### src/rtl/fifo_pkg.sv
// Shared defaults for the single-clock FIFO and the pointer-width helper.
package fifo_pkg;

  localparam int DEFAULT_DEPTH      = 8;
  localparam int DEFAULT_DATA_WIDTH = 8;

  // One extra bit beyond the address lets full and empty be told apart.
  function automatic int ptr_width(input int depth);
    return $clog2(depth) + 1;
  endfunction

endpackage

### src/rtl/synchronous_fifo.sv
// Single-clock in-order FIFO with registered read data and
// pointer-derived full/empty flags.
module synchronous_fifo
  import fifo_pkg::*;
#(
  parameter int DEPTH      = DEFAULT_DEPTH,
  parameter int DATA_WIDTH = DEFAULT_DATA_WIDTH
) (
  input  logic                  clk,
  input  logic                  rst,
  input  logic                  w_en,
  input  logic                  r_en,
  input  logic [DATA_WIDTH-1:0] data_in,
  output logic [DATA_WIDTH-1:0] data_out,
  output logic                  full,
  output logic                  empty
);

  localparam int PW = ptr_width(DEPTH);
  localparam int AW = PW - 1;
  localparam logic [PW-1:0] PTR_ONE = 1;

  logic [DATA_WIDTH-1:0] mem [DEPTH];

  logic [PW-1:0]         w_ptr_reg;
  logic [PW-1:0]         r_ptr_reg;
  logic [DATA_WIDTH-1:0] data_out_reg;

  logic write_accept;
  logic read_accept;

  // Flags come straight from the registered pointers, so they
  // settle one edge after the operation that changed them.
  assign empty = (w_ptr_reg == r_ptr_reg);
  assign full  = (w_ptr_reg[AW-1:0] == r_ptr_reg[AW-1:0]) &&
                 (w_ptr_reg[AW] != r_ptr_reg[AW]);

  assign write_accept = w_en && !full;
  assign read_accept  = r_en && !empty;

  assign data_out = data_out_reg;

  // Storage is never cleared; reset only rewinds the pointers.
  always_ff @(posedge clk) begin
    if (!rst && write_accept) begin
      mem[w_ptr_reg[AW-1:0]] <= data_in;
    end
  end

  always_ff @(posedge clk) begin
    if (rst) begin
      w_ptr_reg <= '0;
    end else if (write_accept) begin
      w_ptr_reg <= w_ptr_reg + PTR_ONE;
    end
  end

  // No write-to-read bypass: a read only ever sees words already stored.
  always_ff @(posedge clk) begin
    if (rst) begin
      r_ptr_reg    <= '0;
      data_out_reg <= '0;
    end else if (read_accept) begin
      r_ptr_reg    <= r_ptr_reg + PTR_ONE;
      data_out_reg <= mem[r_ptr_reg[AW-1:0]];
    end
  end

`ifdef FIFO_ASSERTIONS
  a_no_adv_on_full_write : assert property (
    @(posedge clk) disable iff (rst) (w_en && full) |=> $stable(w_ptr_reg));
  a_no_adv_on_empty_read : assert property (
    @(posedge clk) disable iff (rst) (r_en && empty) |=> $stable(r_ptr_reg));
`endif

endmodule

### config.mk
export PLATFORM = sky130hd
export DESIGN_NAME = synchronous_fifo
export DESIGN_NICKNAME = d
export VERILOG_FILES = /design/src/rtl/fifo_pkg.sv /design/src/rtl/synchronous_fifo.sv
export SDC_FILE = /design/constraint.sdc
export NUM_CORES = 1
export LEC_CHECK = 0
export BUFFER_PORTS_ARGS = -buffer_cell sky130_fd_sc_hd__buf_2
export CAP_MARGIN = 20
export CORE_UTILIZATION = 40
export CTS_CLUSTER_DIAMETER = 60
export CTS_CLUSTER_SIZE = 20
export DETAILED_ROUTE_END_ITERATION = 16
export HOLD_SLACK_MARGIN = 0.03
export PLACE_DENSITY_LB_ADDON = 0.2
export SLEW_MARGIN = 20
export SYNTH_ARGS = -nofsm -noshare
export SYNTH_HDL_FRONTEND = slang
export SYNTH_SLANG_ARGS = --single-unit
### constraint.sdc
create_clock -name clk -period 7.37 [get_ports clk]
set_clock_uncertainty 0.1 [all_clocks]
set_input_delay 1.474 -clock clk [delete_from_list [all_inputs] [get_ports clk]]
set_output_delay 1.474 -clock clk [all_outputs]
set_load 0.02 [all_outputs]
==> summary.md <==
| Metric | Value |
|---|---|
| Top cells by area, synth | `edfxtp_1 58%, mux4_2 11%, dfxtp_1 9.7%` |
| Worst slack at placement | `~3900 ps` |
| Hold crit path type | `register to register` |
| First-pass GRT wire length | `about 9000 µm` |
| Die H | `92.69 µm` |
| Hold EP | `data_out[6]$_SDFFE_PP0P_` |
| Run status | `complete, no violations` |
| Die ar. | `8591 µm²` |
| Worst-Skew Late Latency | `roughly 350 ps` |
| Worst-path clk slew | `70 ps` |
| Syn Std Cell Area | `3289 µm²` |
| Hold Crit Start | `data_out[6]$_SDFFE_PP0P_` |
| Final WL | `between 5000 and 6000 µm` |
| Antenna Cells | `0` |
| Vias post-DR | `1620` |
| Maximum VDD drop | `just over 0.1 mV` |
| Worst slew pin tran | `between 900 and 1000 ps` |
| Data required time of the critical path | `5800 ps` |
| Synthesized flop and latch total | `80` |
| Synth unique cells | `35` |
| CP max FO | `20` |
| Final min period | `roughly 3800 ps` |
| CTS Root Cell | `clkbuf_8` |
| Total core area | `between 7000 and 8000 µm²` |
| DR WL/cell | `approximately 18 µm` |
| Final Setup Violations | `0` |
| FF-to-FF path depth | `4` |
| Flop2flop setup slack | `around 4400 ps` |
| Via/cell ratio | `roughly 5.2` |
| Synth warn | `0` |
| Vias in the first global route | `between 1500 and 2000` |
| CTS Buf Count | `9` |
| Crit path DAT | `2260 ps` |
| DRT iter0 DRCs | `64` |
| Post-CTS Hold Fix Bufs | `0` |
| Fin. Hold Viols | `0` |
| Syn_area_per_cell | `~18 µm²` |
| Initial Utilization | `41.92%` |
| # DRC | `0` |
| Critical path, cell by cell | `xor2_2 -> or2_2 -> nor3_1 -> buf_2` |
| Post-DP HPWL | `3641 µm` |
| Syn nets | `197` |
| Clock buffer depth | `2` |
| Post-CTS Setup Bufs | `0` |
| Yosys top cell by area | `edfxtp_1` |
| Clock sinks | `80` |
| Pleak | `between 1 and 1.5 nW` |
| Placer Congestion | `~0.76` |
| DP Area | `roughly 3500 µm²` |
| Pin count of the biggest net entering global routing | `21` |
| Maxcap violations | `0` |
| Critical path capture point type | `output pin` |
| Reg2reg start | `r_ptr_reg[2]$_SDFFE_PP0P_` |
| Gr usage total | `14.73%` |
| Post-synthesis sequential area ratio | `about two thirds` |
| # H-tree levels | `3` |
| Main synth FF type | `edfxtp_1` |
| Layout area overhead | `10.57%` |
| Maximum operating frequency | `0.2606 GHz` |
| Final #Nets | `about 220` |
| Largest register FFs | `64` |
| Crit-path max cell delay | `about 980 ps` |
| Cts repair resizes | `0` |
| Post-route cell area | `between 3000 and 4000 µm²` |
| # fillers | `between 700 and 800` |
| Fin crit share | `roughly 52%` |
| Antenna violations before repair | `0` |
| Drt pass-1 iters | `4` |
| IO Pins | `22` |
| Critical Path Source Type | `register` |
| Final Max Slew Viols | `0` |
| Slowest cell on crit path | `dfxtp_1` |
| TritonCTS clock tree | `yes` |
| Final worst slack | `~3500 ps` |
| Post-layout util | `a little under half` |
| RR Endpoint | `mem[7][6]$_DFFE_PP_` |
| Port bufs | `21` |
| Post-synth top area share | `between 50% and 60%` |
| Power density over cell area | `between 200 and 300 nW/µm²` |
| Antenna Nets Post-Route | `0` |
| Row count | `32` |
| Number of synthesized flops with an enable pin | `between 60 and 70` |
| Setup Crit Path Kind | `register to output pin` |
| Setup TNS | `0 ps` |
| Gr ovfl total | `0` |
| Share of layout cells above drive strength 1 | `33.96%` |
| Max transition margin | `between 30% and 40%` |
| Die X | `a little over 90 µm` |
| Synthesized instance count | `between 150 and 200` |
| RSZ-0062 raised after global routing | `false` |
| Worst hold stages | `2` |
| Synth async-reset ratio | `0%` |
layout make-up:
type                            instances  area, µm²  share of cell area [%]
Clock inverter                          4      46.29                   1.273
Inverter                                2      7.507                  0.2064
Clock buffer                           11      131.4                   3.612
Tap cell                              102      127.6                   3.509
Sequential cell                        80       2242                   61.64
Timing Repair Buffer                   26      142.6                   3.922
Multi-Input combinational cell         89      939.7                   25.83
power by group:
part / leakage, nW / internal [mW] / switching, mW
clock: 0.0868 / 0.153 / 0.146
sequential: 0.709 / 0.505 / 0.0134
combinational: 0.372 / 0.0712 / 0.0907
total: 1.17 / 0.730 / 0.251
worst max-delay path by stage:
| stage | from | to | slack, ps | depth (start not counted) |
|---|---|---|---|---|
| after global routing | r_ptr_reg[2]$_SDFFE_PP0P_ | empty | 3330 | 4 |
| after global placement | r_ptr_reg[2]$_SDFFE_PP0P_ | full | 3900 | 4 |
| after CTS | r_ptr_reg[2]$_SDFFE_PP0P_ | empty | 3490 | 4 |
| after detailed placement | r_ptr_reg[2]$_SDFFE_PP0P_ | empty | 3850 | 4 |
| after floorplan | rst | mem[0][0]$_DFFE_PP_ | 4040 | 3 |
| final | r_ptr_reg[2]$_SDFFE_PP0P_ | full | 3530 | 4 |
logic make-up after synthesis:
kind of cell               count (synthesis)  synth area share (%)
buffers and inverters                     14                 3.271
xor gates and xnor gates                   7                 2.891
AOI/OAI and AO/OA                         18                 5.439
muxes                                     26                 14.00
and+or+nand+nor                           36                 5.477
adders and majority gates                  2                0.7606
DFF                                       80                 68.16
per-stage QoR:
stage / power (mW) / hold slack [ps] / instances
after floorplan: 0.6657 / 394.2 / 183
after global placement: 0.6906 / 406.7 / 299
after detailed placement: 0.6941 / 420.5 / 299
after CTS: 0.9903 / 437.7 / 314
after global routing: 1.027 / 457.5 / 314
final: 0.9803 / 431.5 / 314
metal layers:
| metal | wire length, µm | global-route usage (%) | vias to the layer above |
|---|---|---|---|
| met2 | 2841 | 23.89 | 32 |
| li1 | - | - | 761 |
| met5 | 0 | 0 | - |
| met1 | 2487 | 18.24 | 816 |
| met4 | 119 | 6.795 | 0 |
| met3 | 229 | 4.269 | 11 |
synth_stat cells, types with 3 or more instances:
| master | instances |
|---|---|
| a211oi_2 | 8 |
| a21oi_1 | 3 |
| buf_6 | 6 |
| dfxtp_1 | 16 |
| edfxtp_1 | 64 |
| mux2i_1 | 10 |
| mux4_2 | 16 |
| nand2_1 | 3 |
| nor2_1 | 15 |
| nor4_1 | 4 |
placed cells by master (no fill, tap or decap), types with 3 or more instances in the layout:
cell and count:
dfxtp_1 16, nor4_1 4, mux4_2 16, buf_2 21
mux2i_1 10, buf_4 5, a21oi_1 3, a211oi_2 8
clkbuf_8 9, edfxtp_1 64, nand2_1 3, nor2_1 15
critical path, delay by kind of cell, from the launching register on:
family | cells | cell delay, ps
flip-flops | 1 | 980
AND/OR/NAND/NOR | 2 | 530
XOR/XNOR | 1 | 220
buffers and inverters | 1 | 190
(Power assumes the default switching activity.)
